**src/rtl/inst_fetch_unit_if.sv**
```systemverilog
// Instruction memory read port: request/address out, ack/data back.
interface inst_fetch_unit_if #(
    parameter int unsigned PC_W = 16,
    parameter int unsigned IW   = 16
);
    logic            imem_req;
    logic [PC_W-1:0] imem_addr;
    logic            imem_ack;
    logic [IW-1:0]   imem_data;

    // Fetch unit side
    modport master (
        output imem_req,
        output imem_addr,
        input  imem_ack,
        input  imem_data
    );

    // Memory side
    modport slave (
        input  imem_req,
        input  imem_addr,
        output imem_ack,
        output imem_data
    );
endinterface

```
**src/rtl/inst_fetch_unit.sv**
```systemverilog
// Instruction fetch unit: program counter, instruction register and a
// req/ack fetch sequencer with a bounded wait and sticky timeout flag.
module inst_fetch_unit #(
    parameter int unsigned PC_W    = 16,
    parameter int unsigned IW      = 16,
    parameter int unsigned TIMEOUT = 15
) (
    input  logic                    clk,
    input  logic                    Rst,
    input  logic                    i_Pc_Rst,
    input  logic                    i_Pc_Ld,
    input  logic                    i_pc_addr_sel,
    input  logic [PC_W-1:0]         i_imd_addr,
    input  logic [PC_W-1:0]         i_alu_pc_in,
    input  logic                    i_fetch_req,
    inst_fetch_unit_if.master       imem,
    output logic [PC_W-1:0]         o_pc,
    output logic [IW-1:0]           o_inst,
    output logic                    o_inst_valid,
    output logic                    o_busy,
    output logic                    o_fetch_err
);

    localparam int unsigned CNT_W = 8;

    typedef enum logic [1:0] {
        F_IDLE = 2'd0,
        F_REQ  = 2'd1,
        F_ERR  = 2'd2
    } fetch_state_t;

    fetch_state_t      r_state;
    logic [CNT_W-1:0]  r_cnt;
    logic              r_pc_ld_q;
    logic [PC_W-1:0]   r_pc;
    logic [IW-1:0]     r_inst;
    logic [PC_W-1:0]   r_imem_addr;
    logic              r_imem_req;
    logic              r_inst_valid;
    logic              r_busy;
    logic              r_fetch_err;

    logic              w_pc_ld_edge;
    logic [PC_W-1:0]   w_pc_ld_val;
    logic              w_timeout_hit;

    // Load strobe is the rising edge of Pc_Ld so a held request loads once
    assign w_pc_ld_edge  = i_Pc_Ld && !r_pc_ld_q;
    assign w_pc_ld_val   = i_pc_addr_sel ? i_imd_addr : i_alu_pc_in;
    assign w_timeout_hit = (r_cnt == CNT_W'(TIMEOUT - 1));

    // PC register, instruction register and fetch sequencer
    always_ff @(posedge clk or negedge Rst) begin
        if (!Rst) begin
            r_state      <= F_IDLE;
            r_cnt        <= '0;
            r_pc_ld_q    <= 1'b0;
            r_pc         <= '0;
            r_inst       <= '0;
            r_imem_addr  <= '0;
            r_imem_req   <= 1'b0;
            r_inst_valid <= 1'b0;
            r_busy       <= 1'b0;
            r_fetch_err  <= 1'b0;
        end else begin
            r_pc_ld_q <= i_Pc_Ld;
            if (!i_Pc_Rst) begin
                // PC clear also aborts any fetch; inst keeps its last word
                r_pc         <= '0;
                r_state      <= F_IDLE;
                r_imem_req   <= 1'b0;
                r_busy       <= 1'b0;
                r_inst_valid <= 1'b0;
                r_fetch_err  <= 1'b0;
            end else begin
                if (w_pc_ld_edge) begin
                    r_pc <= w_pc_ld_val;
                end
                case (r_state)
                    F_IDLE: begin
                        if (i_fetch_req) begin
                            r_imem_addr  <= r_pc;
                            r_imem_req   <= 1'b1;
                            r_busy       <= 1'b1;
                            r_inst_valid <= 1'b0;
                            r_fetch_err  <= 1'b0;
                            r_cnt        <= '0;
                            r_state      <= F_REQ;
                        end
                    end
                    F_REQ: begin
                        // Ack wins over a timeout on the same edge
                        if (imem.imem_ack) begin
                            r_inst       <= imem.imem_data;
                            r_inst_valid <= 1'b1;
                            r_imem_req   <= 1'b0;
                            r_busy       <= 1'b0;
                            r_state      <= F_IDLE;
                        end else if (w_timeout_hit) begin
                            r_imem_req <= 1'b0;
                            r_state    <= F_ERR;
                        end else begin
                            r_cnt <= r_cnt + CNT_W'(1);
                        end
                    end
                    F_ERR: begin
                        r_fetch_err <= 1'b1;
                        r_busy      <= 1'b0;
                        r_state     <= F_IDLE;
                    end
                    default: begin
                        r_state <= F_IDLE;
                    end
                endcase
            end
        end
    end

    assign imem.imem_req  = r_imem_req;
    assign imem.imem_addr = r_imem_addr;
    assign o_pc           = r_pc;
    assign o_inst         = r_inst;
    assign o_inst_valid   = r_inst_valid;
    assign o_busy         = r_busy;
    assign o_fetch_err    = r_fetch_err;

endmodule

```
**src/flat_wrapper.sv**
```systemverilog
// flat-port wrapper written by rule: the top's interface ports become plain ports
module inst_fetch_unit_flat 
#(
    parameter int unsigned PC_W    = 16,
    parameter int unsigned IW      = 16,
    parameter int unsigned TIMEOUT = 15
)
  (clk, Rst, i_Pc_Rst, i_Pc_Ld, i_pc_addr_sel, i_imd_addr, i_alu_pc_in, i_fetch_req, o_pc, o_inst, o_inst_valid, o_busy, o_fetch_err, imem_imem_req, imem_imem_addr, imem_imem_ack, imem_imem_data);
  inst_fetch_unit_if #(.PC_W(PC_W), .IW(IW)) imem_i ();
  input  logic clk;
  input  logic Rst;
  input  logic i_Pc_Rst;
  input  logic i_Pc_Ld;
  input  logic i_pc_addr_sel;
  input  logic [PC_W-1:0] i_imd_addr;
  input  logic [PC_W-1:0] i_alu_pc_in;
  input  logic i_fetch_req;
  output logic [PC_W-1:0] o_pc;
  output logic [IW-1:0] o_inst;
  output logic o_inst_valid;
  output logic o_busy;
  output logic o_fetch_err;
  output wire logic [$bits(imem_i.imem_req)-1:0] imem_imem_req;
  output wire logic [$bits(imem_i.imem_addr)-1:0] imem_imem_addr;
  input wire logic [$bits(imem_i.imem_ack)-1:0] imem_imem_ack;
  input wire logic [$bits(imem_i.imem_data)-1:0] imem_imem_data;
  assign imem_imem_req = imem_i.imem_req;
  assign imem_imem_addr = imem_i.imem_addr;
  assign imem_i.imem_ack = imem_imem_ack;
  assign imem_i.imem_data = imem_imem_data;
  inst_fetch_unit #(.PC_W(PC_W), .IW(IW), .TIMEOUT(TIMEOUT)) u_core (.clk(clk), .Rst(Rst), .i_Pc_Rst(i_Pc_Rst), .i_Pc_Ld(i_Pc_Ld), .i_pc_addr_sel(i_pc_addr_sel), .i_imd_addr(i_imd_addr), .i_alu_pc_in(i_alu_pc_in), .i_fetch_req(i_fetch_req), .imem(imem_i), .o_pc(o_pc), .o_inst(o_inst), .o_inst_valid(o_inst_valid), .o_busy(o_busy), .o_fetch_err(o_fetch_err));
endmodule
```
**config.mk**
```make
export PLATFORM = sky130hd
export DESIGN_NAME = inst_fetch_unit_flat
export DESIGN_NICKNAME = d
export VERILOG_FILES = /design/src/rtl/inst_fetch_unit_if.sv /design/src/rtl/inst_fetch_unit.sv /design/src/flat_wrapper.sv
export SDC_FILE = /design/constraint.sdc
export NUM_CORES = 1
export LEC_CHECK = 0
export CAP_MARGIN = 40
export CORE_MARGIN = 4
export CORE_UTILIZATION = 48
export DETAILED_ROUTE_END_ITERATION = 10
export GPL_TIMING_DRIVEN = 0
export PLACE_DENSITY = 0.87
export SLEW_MARGIN = 10
export SYNTH_ARGS = -nofsm -noshare
export SYNTH_HDL_FRONTEND = slang
export SYNTH_SLANG_ARGS = --single-unit
```
**constraint.sdc**
```tcl
create_clock -name clk -period 4.1 [get_ports clk]
set_input_delay 0.41 -clock clk [delete_from_list [all_inputs] [get_ports clk]]
set_output_delay 0.41 -clock clk [all_outputs]
set_load 0.02 [all_outputs]
```
==> flow_metrics.env <==
export IMPL_status="completed"
export IMPL_gp_congestion=0.820
export IMPL_rr_startpoint="u_core.r_state[0]"
export IMPL_num_vias=2229
export IMPL_cts_sinks=63
export IMPL_slew_limit_headroom_pct=47.5
export IMPL_grt_most_used_layer="met2"
export IMPL_required_ns=4.33
export IMPL_critPathLaunchType="primary input"
export IMPL_maxCapViolCount=0
export IMPL_clock_latency_ns=0.32
export IMPL_synth_fp_nets=301
export IMPL_clock_skew_ns=0.00412
export IMPL_post_cts_buffers=0
export IMPL_fill_cells=446
export IMPL_clockBufferDepth=2
export IMPL_cts_buffers=9
export IMPL_pwr_density_cell_nw_per_um2=468
export IMPL_grt_pass1_wl_microns=11000
export IMPL_ios=107
export IMPL_timing_final_crit_share_pct=43.6
export IMPL_yosysWarnings=0
export IMPL_fin_nets=417
export IMPL_multi_input_area_sq_um=1200
export IMPL_startpoint="i_Pc_Rst"
export IMPL_r2r_cells=8
export IMPL_die_x_microns=85.7
export IMPL_total_power_mw=1.97
export IMPL_root_buffer="clkbuf_8"
export IMPL_drt_iter0_drc=102
export IMPL_critPathCaptureType="register"
export IMPL_fin_setup_tns_ns=0
export IMPL_gr_usage_met3_pct=4.23
export IMPL_finalHoldViolations=0
export IMPL_r2r_slack_ns=2.33
export IMPL_ys_seq_area_share_pct=54.5
export IMPL_grt_ovfl_total=0
export IMPL_grt_use_met2_pct=33.7
export IMPL_n_antenna_cell=0
export IMPL_crit_family="buffers and inverters"
export IMPL_slowest_delay_ns=0.57
export IMPL_cts_tree="yes"
export IMPL_syn_avg_cell_area_sq_um=12.1
export IMPL_grt_pass1_vias=2317
export IMPL_fmax_mhz=559
export IMPL_crit_chain="clkdlybuf4s50_1 > buf_4 > inv_1 > a21oi_2 > buf_4 > nand2_1 > o21ai_0"
export IMPL_drcViolationCount=0
export IMPL_ir_drop_mv=0.331
export IMPL_dp_hpwl_microns=5160
export IMPL_ctsHoldBuffers=0
export IMPL_cts_htree_levels=3
export IMPL_routed_via_density=5.14
export IMPL_netlist_area_sq_um=2900
export IMPL_path_class="primary input to register"
export IMPL_tightestPinTransition_ns=0.788
export IMPL_port_buffers=105
export IMPL_leakagePower_nw=1.85
export IMPL_dieArea_sq_um=7340
export IMPL_ant_nets=0
export IMPL_cp_slowest_cell="clkdlybuf4s50_1"
export IMPL_antenna_found_initial=0
export IMPL_critPathMaxFanout=10
export IMPL_path_buf_inv=4
export IMPL_rsz0062_at_grt="no"
export IMPL_clk_pin_slew_ns=0.07
export IMPL_synth_cell_types=40
export IMPL_grt_usage_pct=19.3
export IMPL_die_height_microns=85.7
export IMPL_hp_class="primary input to async pin"
export IMPL_reg2reg_to="u_core.r_cnt[4]"
export IMPL_final_layout_size_suffix_gt1_share_pct=18.9
export IMPL_min_period_ns=1.79
export IMPL_wl_per_cell_microns=15.8
export IMPL_rows=28
export IMPL_initial_core_util_pct=49.2
export IMPL_use_met1_pct=23.2
export IMPL_cpMostUsedCell="buf_4"
export IMPL_synth_seq_cells=63
export IMPL_worstPathArrival_ns=2.02
export IMPL_coreArea_sq_um=5890
export IMPL_syn_inst=240
export IMPL_maxSlewViolCount=0
export IMPL_dr_pass1_iters=4
export IMPL_regArea_sq_um=1580
export IMPL_syn_to_final_growth_pct=45.4
export IMPL_grt_max_degree=64
export IMPL_ctsResizeCount=0
export IMPL_wirelength_microns=6850
export IMPL_finalSetupViolCount=0
==> cell usage in the layout (no fill, tap or decap), types with 2 or more instances in the layout <==
cell / instances
mux2_2: 32
clkbuf_8: 11
a31oi_1: 2
o211ai_1: 2
clkdlybuf4s50_1: 104
nor4_1: 2
buf_6: 3
nand3_1: 9
o22ai_1: 2
inv_1: 12
nor2_1: 7
dfrtp_1: 63
nand2b_1: 2
clkinvlp_4: 2
buf_4: 3
o21ai_0: 20
a21oi_4: 2
a21oi_1: 5
nand2_1: 25
buf_2: 4
ha_1: 6
mux2i_1: 19
==> layer usage <==
layer / routed length [microns] / vias to the layer above
li1: - / 1080
met1: 2820 / 1065
met2: 3540 / 77
met3: 417 / 7
met4: 81 / 0
met5: 0 / -
==> logic make-up after synthesis <==
family	count (synthesis)	share of synthesized area (%)
mux	51	19.0
simple gates	57	10.2
flops	63	54.5
buf+inv	22	4.06
fa+ha+maj	6	2.59
compound gates	41	9.64
==> cell type report <==
type	count	share of cell area, %
multi-input cells	155	28.5
plain buffers	10	1.72
clock inverters	3	0.476
clock buffers	11	3.60
inverters	12	1.07
flip-flops and latches	63	37.5
repair buffers	105	24.9
well taps	75	2.23
==> where the power goes <==
part           switching, mW  leakage [nW]  internal [mW]  total, mW
clock network          0.224        0.0833          0.244      0.469
logic                  0.327         0.936          0.358      0.685
registers             0.0735         0.828          0.743      0.816
==> per-stage QoR <==
| stage | instance area, sq um | hold slack [ns] | std cells | utilization [%] | setup WS [ns] |
|---|---|---|---|---|---|
| floorplan | 2900 | 0.114 | 240 | - | 2.52 |
| global placement | 4040 | 0.482 | 420 | 68.6 | 0.627 |
| finish | 4210 | 0.149 | 434 | 71.5 | 2.31 |
| global route | 4210 | 0.222 | 434 | 71.5 | 2.21 |
| CTS | 4210 | 0.187 | 434 | 71.5 | 2.31 |
| detailed placement | 4040 | 0.493 | 420 | 68.6 | 1.97 |
==> worst max path at each step <==
stage	to	slack, ns	cells past startpoint
after floorplan	u_core.r_cnt[4]	2.52	8
after global placement	u_core.imem.imem_addr[8]	0.63	1
after detailed placement	u_core.o_pc[7]	1.97	7
after CTS	u_core.o_pc[7]	2.31	7
after global routing	u_core.o_pc[7]	2.21	7
final	u_core.o_pc[7]	2.31	7
==> synthesized netlist by cell type, drive strengths merged <==
cell     number  share of area, %
a211oi        1              0.26
a21oi         8               2.3
a22o          1              0.30
a31oi         3              0.86
and2          2              0.56
and4b         1              0.35
buf           9               2.4
clkbuf        1              0.13
dfrtp        63                54
ha            6               2.6
inv          12               1.6
mux2         32                12
mux2i        19               6.6
nand2        26               3.5
nand2b        3              0.73
nand3        11               2.5
nand3b        1              0.26
nand4         1              0.22
nor2          7              0.91
nor2b         1              0.22
nor3          1              0.35
nor3b         1              0.26
nor4          2              0.43
o2111a        1              0.39
o2111ai       1              0.52
o211ai        2              0.52
o21ai        20               3.5
o221ai        1              0.30
o22ai         2              0.43
o311ai        1              0.30
==> state kept, by name, summed over array words and instances (netlist names) <==
name / flops
u_core.imem.imem_addr: 16
u_core.o_inst: 16
u_core.o_pc: 16
u_core.r_cnt: 8
u_core.r_state: 2
u_core.imem.imem_req: 1
u_core.o_busy: 1
u_core.o_fetch_err: 1
u_core.o_inst_valid: 1
u_core.r_pc_ld_q: 1
==> worst reg2reg max path: stages, from the launching register on <==
cell and delay, ns:
dfrtp_1 0.40, inv_1 0.12, ha_1 0.38, nand2b_2 0.10, buf_6 0.14, and2_4 0.15, buf_6 0.12, a31oi_2 0.12
o22ai_1 0.11
(Power assumes the default switching activity.)
